==> config.mk <==
export PLATFORM = sky130hd
export DESIGN_NAME = instr_fetch_unit
export DESIGN_NICKNAME = d
export VERILOG_FILES = /design/src/rtl/mips_pkg.sv /design/src/rtl/instr_fetch_unit_fetch_queue.sv /design/src/rtl/instr_fetch_unit.sv
export SDC_FILE = /design/constraint.sdc
export NUM_CORES = 1
export LEC_CHECK = 0
export CAP_MARGIN = 5
export CELL_PAD_IN_SITES_DETAIL_PLACEMENT = 1
export CELL_PAD_IN_SITES_GLOBAL_PLACEMENT = 1
export CORE_MARGIN = 4
export CORE_UTILIZATION = 42
export CTS_CLUSTER_DIAMETER = 30
export CTS_CLUSTER_SIZE = 10
export DETAILED_ROUTE_END_ITERATION = 10
export PLACE_DENSITY_LB_ADDON = 0.1
export SETUP_SLACK_MARGIN = 0.1
export SYNTH_ARGS = -nofsm -noshare
export SYNTH_HDL_FRONTEND = slang
export SYNTH_SLANG_ARGS = --single-unit
==> constraint.sdc <==
create_clock -name clk -period 10.1 [get_ports clk]
set_input_delay 2.02 -clock clk [delete_from_list [all_inputs] [get_ports clk]]
set_output_delay 2.02 -clock clk [all_outputs]
set_load 0.01 [all_outputs]
==> src/rtl/mips_pkg.sv <==
// Shared types and constants for the MIPS front end.
// Fetch entries pair an instruction word with the PC it was fetched from.
package mips_pkg;

    localparam int INSTR_W = 32;
    localparam int ADDR_W  = 32;

    localparam logic [ADDR_W-1:0]  PC_STEP   = 32'd4;
    localparam logic [INSTR_W-1:0] NOP_INSTR = 32'h0000_0000;

    typedef struct packed {
        logic [ADDR_W-1:0]  pc;
        logic [INSTR_W-1:0] instr;
    } fetch_entry_t;

    // Instruction fetches are word granular, so the low two address bits are dropped.
    function automatic logic [ADDR_W-1:0] word_align(input logic [ADDR_W-1:0] addr);
        return {addr[ADDR_W-1:2], 2'b00};
    endfunction

endpackage

==> src/rtl/instr_fetch_unit_fetch_queue.sv <==
// Prefetch FIFO of fetch entries; flush empties it and wins over push/pop.
// An empty queue presents an all-zero head so downstream sees a clean bubble.
module fetch_queue
    import mips_pkg::*;
#(
    parameter int DEPTH = 4
) (
    input  logic                     clk,
    input  logic                     rst,
    input  logic                     push,
    input  fetch_entry_t             wdata,
    input  logic                     pop,
    input  logic                     flush,
    output logic [$clog2(DEPTH):0]   count,
    output fetch_entry_t             head
);

    localparam int PW = $clog2(DEPTH);
    localparam int CW = PW + 1;
    localparam logic [CW-1:0] FULL_CNT = CW'(DEPTH);

    fetch_entry_t  mem_q [DEPTH];
    logic [PW-1:0] wr_ptr_q, wr_ptr_d;
    logic [PW-1:0] rd_ptr_q, rd_ptr_d;
    logic [CW-1:0] count_q, count_d;
    logic          push_ok_s, pop_ok_s;

    // Pointer and occupancy next-state; a push into a full queue is only legal alongside a pop.
    always_comb begin
        pop_ok_s  = pop && (count_q != {CW{1'b0}});
        push_ok_s = push && ((count_q != FULL_CNT) || pop_ok_s);
        wr_ptr_d  = wr_ptr_q;
        rd_ptr_d  = rd_ptr_q;
        count_d   = count_q;
        if (flush) begin
            wr_ptr_d = {PW{1'b0}};
            rd_ptr_d = {PW{1'b0}};
            count_d  = {CW{1'b0}};
        end else begin
            if (push_ok_s) begin
                wr_ptr_d = wr_ptr_q + PW'(1'b1);
            end else begin
                wr_ptr_d = wr_ptr_q;
            end
            if (pop_ok_s) begin
                rd_ptr_d = rd_ptr_q + PW'(1'b1);
            end else begin
                rd_ptr_d = rd_ptr_q;
            end
            case ({push_ok_s, pop_ok_s})
                2'b10:   count_d = count_q + CW'(1'b1);
                2'b01:   count_d = count_q - CW'(1'b1);
                default: count_d = count_q;
            endcase
        end
    end

    // Pointer and count registers.
    always_ff @(posedge clk or posedge rst) begin
        if (rst) begin
            wr_ptr_q <= {PW{1'b0}};
            rd_ptr_q <= {PW{1'b0}};
            count_q  <= {CW{1'b0}};
        end else begin
            wr_ptr_q <= wr_ptr_d;
            rd_ptr_q <= rd_ptr_d;
            count_q  <= count_d;
        end
    end

    // Entry storage.
    always_ff @(posedge clk or posedge rst) begin
        if (rst) begin
            for (int i = 0; i < DEPTH; i++) begin
                mem_q[i] <= {(ADDR_W + INSTR_W){1'b0}};
            end
        end else if (push_ok_s && !flush) begin
            mem_q[wr_ptr_q] <= wdata;
        end
    end

    // Head presentation; zero when nothing is queued.
    always_comb begin
        head = mem_q[rd_ptr_q];
        if (count_q == {CW{1'b0}}) begin
            head.pc    = {ADDR_W{1'b0}};
            head.instr = NOP_INSTR;
        end else begin
            head = mem_q[rd_ptr_q];
        end
    end

    assign count = count_q;

endmodule

==> src/rtl/instr_fetch_unit.sv <==
// Fetch stage: owns the fetch PC, issues in-order word requests, buffers
// responses and hands one instruction per cycle to the core; redirects flush.
module instr_fetch_unit
    import mips_pkg::*;
#(
    parameter logic [ADDR_W-1:0] RESET_PC = 32'h0000_0000,
    parameter int                DEPTH    = 4
) (
    input  logic                clk,
    input  logic                rst,
    output logic                imem_req,
    output logic [ADDR_W-1:0]   imem_addr,
    input  logic                imem_ready,
    input  logic                imem_rvalid,
    input  logic [INSTR_W-1:0]  imem_rdata,
    input  logic                redirect,
    input  logic [ADDR_W-1:0]   redirect_pc,
    output logic                instr_valid,
    input  logic                instr_ready,
    output logic [INSTR_W-1:0]  instr,
    output logic [ADDR_W-1:0]   instr_pc
);

    localparam int CW  = $clog2(DEPTH) + 1;
    localparam int SW  = CW + 1;
    localparam logic [SW-1:0] BUDGET = SW'(DEPTH);

    logic [ADDR_W-1:0] fetch_pc_q, fetch_pc_d;
    logic [ADDR_W-1:0] resp_pc_q, resp_pc_d;
    logic [CW-1:0]     inflight_q, inflight_d;
    logic [CW-1:0]     drop_cnt_q, drop_cnt_d;
    logic [CW-1:0]     q_count_s;
    logic              accept_s, rsp_s, push_s, pop_s;
    fetch_entry_t      head_s, push_entry_s;

    // Request gating: queued plus outstanding words never exceed the queue depth.
    always_comb begin
        imem_req     = !rst && !redirect &&
                       (({1'b0, q_count_s} + {1'b0, inflight_q}) < BUDGET);
        accept_s     = imem_req && imem_ready;
        rsp_s        = imem_rvalid && (inflight_q != {CW{1'b0}});
        push_s       = rsp_s && (drop_cnt_q == {CW{1'b0}}) && !redirect;
        instr_valid  = (q_count_s != {CW{1'b0}});
        pop_s        = instr_valid && instr_ready && !redirect;
        push_entry_s = '{pc: resp_pc_q, instr: imem_rdata};
    end

    // PC and in-flight bookkeeping; a redirect re-arms drop_cnt with every word still owed.
    always_comb begin
        fetch_pc_d = fetch_pc_q;
        resp_pc_d  = resp_pc_q;
        inflight_d = inflight_q;
        drop_cnt_d = drop_cnt_q;
        if (redirect) begin
            fetch_pc_d = word_align(redirect_pc);
            resp_pc_d  = word_align(redirect_pc);
            inflight_d = inflight_q - {{(CW-1){1'b0}}, rsp_s};
            drop_cnt_d = inflight_q - {{(CW-1){1'b0}}, rsp_s};
        end else begin
            if (accept_s) begin
                fetch_pc_d = fetch_pc_q + PC_STEP;
            end else begin
                fetch_pc_d = fetch_pc_q;
            end
            if (push_s) begin
                resp_pc_d = resp_pc_q + PC_STEP;
            end else begin
                resp_pc_d = resp_pc_q;
            end
            if (rsp_s && (drop_cnt_q != {CW{1'b0}})) begin
                drop_cnt_d = drop_cnt_q - CW'(1'b1);
            end else begin
                drop_cnt_d = drop_cnt_q;
            end
            case ({accept_s, rsp_s})
                2'b10:   inflight_d = inflight_q + CW'(1'b1);
                2'b01:   inflight_d = inflight_q - CW'(1'b1);
                default: inflight_d = inflight_q;
            endcase
        end
    end

    // State registers.
    always_ff @(posedge clk or posedge rst) begin
        if (rst) begin
            fetch_pc_q <= RESET_PC;
            resp_pc_q  <= RESET_PC;
            inflight_q <= {CW{1'b0}};
            drop_cnt_q <= {CW{1'b0}};
        end else begin
            fetch_pc_q <= fetch_pc_d;
            resp_pc_q  <= resp_pc_d;
            inflight_q <= inflight_d;
            drop_cnt_q <= drop_cnt_d;
        end
    end

    fetch_queue #(
        .DEPTH (DEPTH)
    ) u_queue (
        .clk   (clk),
        .rst   (rst),
        .push  (push_s),
        .wdata (push_entry_s),
        .pop   (pop_s),
        .flush (redirect),
        .count (q_count_s),
        .head  (head_s)
    );

    assign imem_addr = fetch_pc_q;
    assign instr     = head_s.instr;
    assign instr_pc  = head_s.pc;

endmodule

==> out/metrics.yaml <==
startpoint_type: "input pin"
irDropWorstVdd_uv: 170.4
register_area_um2: 8038
setup_viol: 0
relSlewSlack_pct: 25.15
rows: 70
fp.dieH_um: 199.9
endpoint_kind: "output port"
power_density_nw_per_um2: 297.9
grt_pass1_vias: 11510
drv_slew: 0
synth-edff-count: 0
layout_setup_ws_ns: 3.994
ys_types: 60
cts_tree: "built"
cts_resized: 0
layout_min_cycle_time_ns: 6.106
grt_use_total_pct: 20.73
synthTopCellsByArea: "dfrtp_1 (52%), mux2_2 (19%), mux4_2 (9.0%), and2_1 (2.7%), xnor2_1 (1.6%)"
start_util_pct: 42.46
synth-seq-cells: 321
first_pass_iters: 4
syn_inst: 1161
drive_gt1_share_pct: 35.32
routedWlPerCell_um: 21.50
max-cap-violations: 0
ys.warnings.count: 0
cts.clk_slew.worst_paths_ns: 0.04
fin_crit_sh_pct: 60.46
yosysTopAreaCellShare_pct: 51.93
setup_tns_ns: 0
synth_area_um2: 15470
rsz0062_at_grt: "no"
worst_pin_slew_ns: 1.123
finalHoldViolCount: 0
routed_wl_um: 40380
startpoint: "redirect"
root_buffer: "clkbuf_16"
reg2reg_from: "drop_cnt_q[0]"
dpl.hpwl_um: 23500
post-place-ws_ns: 3.939
clock_path_buffers: 3
synthArstFlopShare_pct: 100.0
io_buffer_count: 161
grt-ovfl-total: 0
antenna_found_initial: 0
coreArea_um2: 36430
htreeDepth: 3
required_ns: 8.08
areaGrowthSynthToFinish_pct: 32.31
hold_path.class: "flop to flop"
cellLeakagePower_nw: 9.092
yosys_most_used_dff: "dfrtp_1"
yosysMostFrequentCell: "dfrtp_1"
drt-initial-drc-count: 390
clock-sinks: 321
nets: 1427
clock.fmax_ghz: 0.1638
n_antenna_cell: 0
synth.largest_area_cell: "dfrtp_1"
reg2reg_depth: 6
r2r_end: "u_queue.mem_q[104]"
hold_buffers: 0
grt_max_degree: 159
vias_per_cell: 5.534
ys_top_cells_by_count: "dfrtp_1 (321), mux2_2 (257), and2_1 (66), mux4_2 (62), nand2_1 (55)"
die_area_um2: 39960
crit_type: "input pin to output port"
vias: 10390
arrival_ns: 4.09
clk-insertion-delay-late_ns: 0.59
reg2reg_slack_ns: 6.83
crit_fanout: 63
ios: 168
ys_seq_area_share_pct: 51.93
multi_input_area_um2: 7041
ant_nets: 0
post_cts.repair.setup_buffers: 0
skew_ns: 0.02901
drc: 0
place_congestion: 0.7830
avgSynthCellArea_um2: 13.32
n_fill_cell: 3541
status: "finished, final reports clean"
grt_pass1_wl_um: 65400
endpoint: "imem_req"
die_w_um: 199.9
cts_made_buffers: 88
==> metrics by stage <==
| stage | area (um2) | hold WS, ns | std cells | utilization, % | total power, mW |
|---|---|---|---|---|---|
| floorplan | 15480 | 0.4446 | 1164 | - | 2.710 |
| global placement | 17420 | 0.4591 | 1721 | 47.82 | 3.275 |
| detailed placement | 17420 | 0.4696 | 1721 | 47.82 | 3.312 |
| CTS | 20470 | 0.4817 | 1878 | 56.17 | 6.189 |
| global route | 20470 | 0.5063 | 1878 | 56.17 | 6.428 |
| finish | 20470 | 0.4817 | 1878 | 56.17 | 6.097 |
==> registers in the layout, summed over array words and instances, names as in the netlist <==
name              flops
drop_cnt_q            3
imem_addr            30
inflight_q            3
resp_pc_q            30
u_queue.count         3
u_queue.mem_q       248
u_queue.rd_ptr_q      2
u_queue.wr_ptr_q      2
==> metal layers <==
layer  wire length (um)  up-vias  GRT usage, %
li1                   -     4650             -
met1              18660     5452         29.06
met2              19160      227         32.98
met3               1667       63         4.314
met4                887        0         6.113
met5                  0        -             0
==> power by group <==
part / leakage [nW] / switching, mW / internal [mW]
Sequential: 4.22 / 0.243 / 1.58
Combinational: 3.38 / 0.605 / 0.851
Clock: 1.49 / 0.824 / 1.99
==> layout make-up <==
class	count	area share, %
Tap cell	468	2.861
Clock buffer	109	11.68
Inverter	14	0.2812
Sequential cell	321	39.27
Timing Repair Buffer	172	8.314
Clock inverter	48	3.185
Multi-Input combinational cell	746	34.40
==> worst min path at each step <==
stage                                  start            endpoint  slack (ns)  cells past startpoint
after floorplan           u_queue.mem_q[111]  u_queue.mem_q[111]        0.44                      2
after global placement     u_queue.mem_q[47]   u_queue.mem_q[47]        0.46                      2
after detailed placement  u_queue.mem_q[175]  u_queue.mem_q[175]        0.47                      2
after CTS                 u_queue.mem_q[175]  u_queue.mem_q[175]        0.48                      2
after global routing       u_queue.mem_q[93]   u_queue.mem_q[93]        0.51                      1
final                     u_queue.mem_q[175]  u_queue.mem_q[175]        0.48                      2
==> cell families after synthesis <==
logic type,Yosys count,synth area share [%]
fa+ha+maj,14,1.229
compound gates,86,3.632
buf+inv,97,2.831
mux,322,27.93
simple gates,277,9.990
xor+xnor,43,2.435
other cells,1,0.02424
flops,321,51.93
==> placed cells by master, fill, tap and decap left out, drive strengths merged, types with 6 or more instances in the layout <==
master	count
clkdlybuf4s50	160
ha	12
nor3	17
nand3	42
o211ai	11
xnor2	29
nor4	11
bufinv	13
or4	6
clkinv	29
and2	66
o311ai	11
and4	6
nand2	56
nand4	24
a31oi	8
buf	12
mux2	257
nor2	26
o21ai	38
xor2	14
dfrtp	321
clkbuf	109
inv	13
clkinvlp	7
mux4	62
==> critical path, stage by stage <==
cell and delay (ns):
buf_2 0.09, buf_4 0.31, inv_2 0.66, nand3_1 0.28
inv_1 0.12, clkdlybuf4s50_1 0.54
Note: power is estimated with default switching activity, not from simulation.
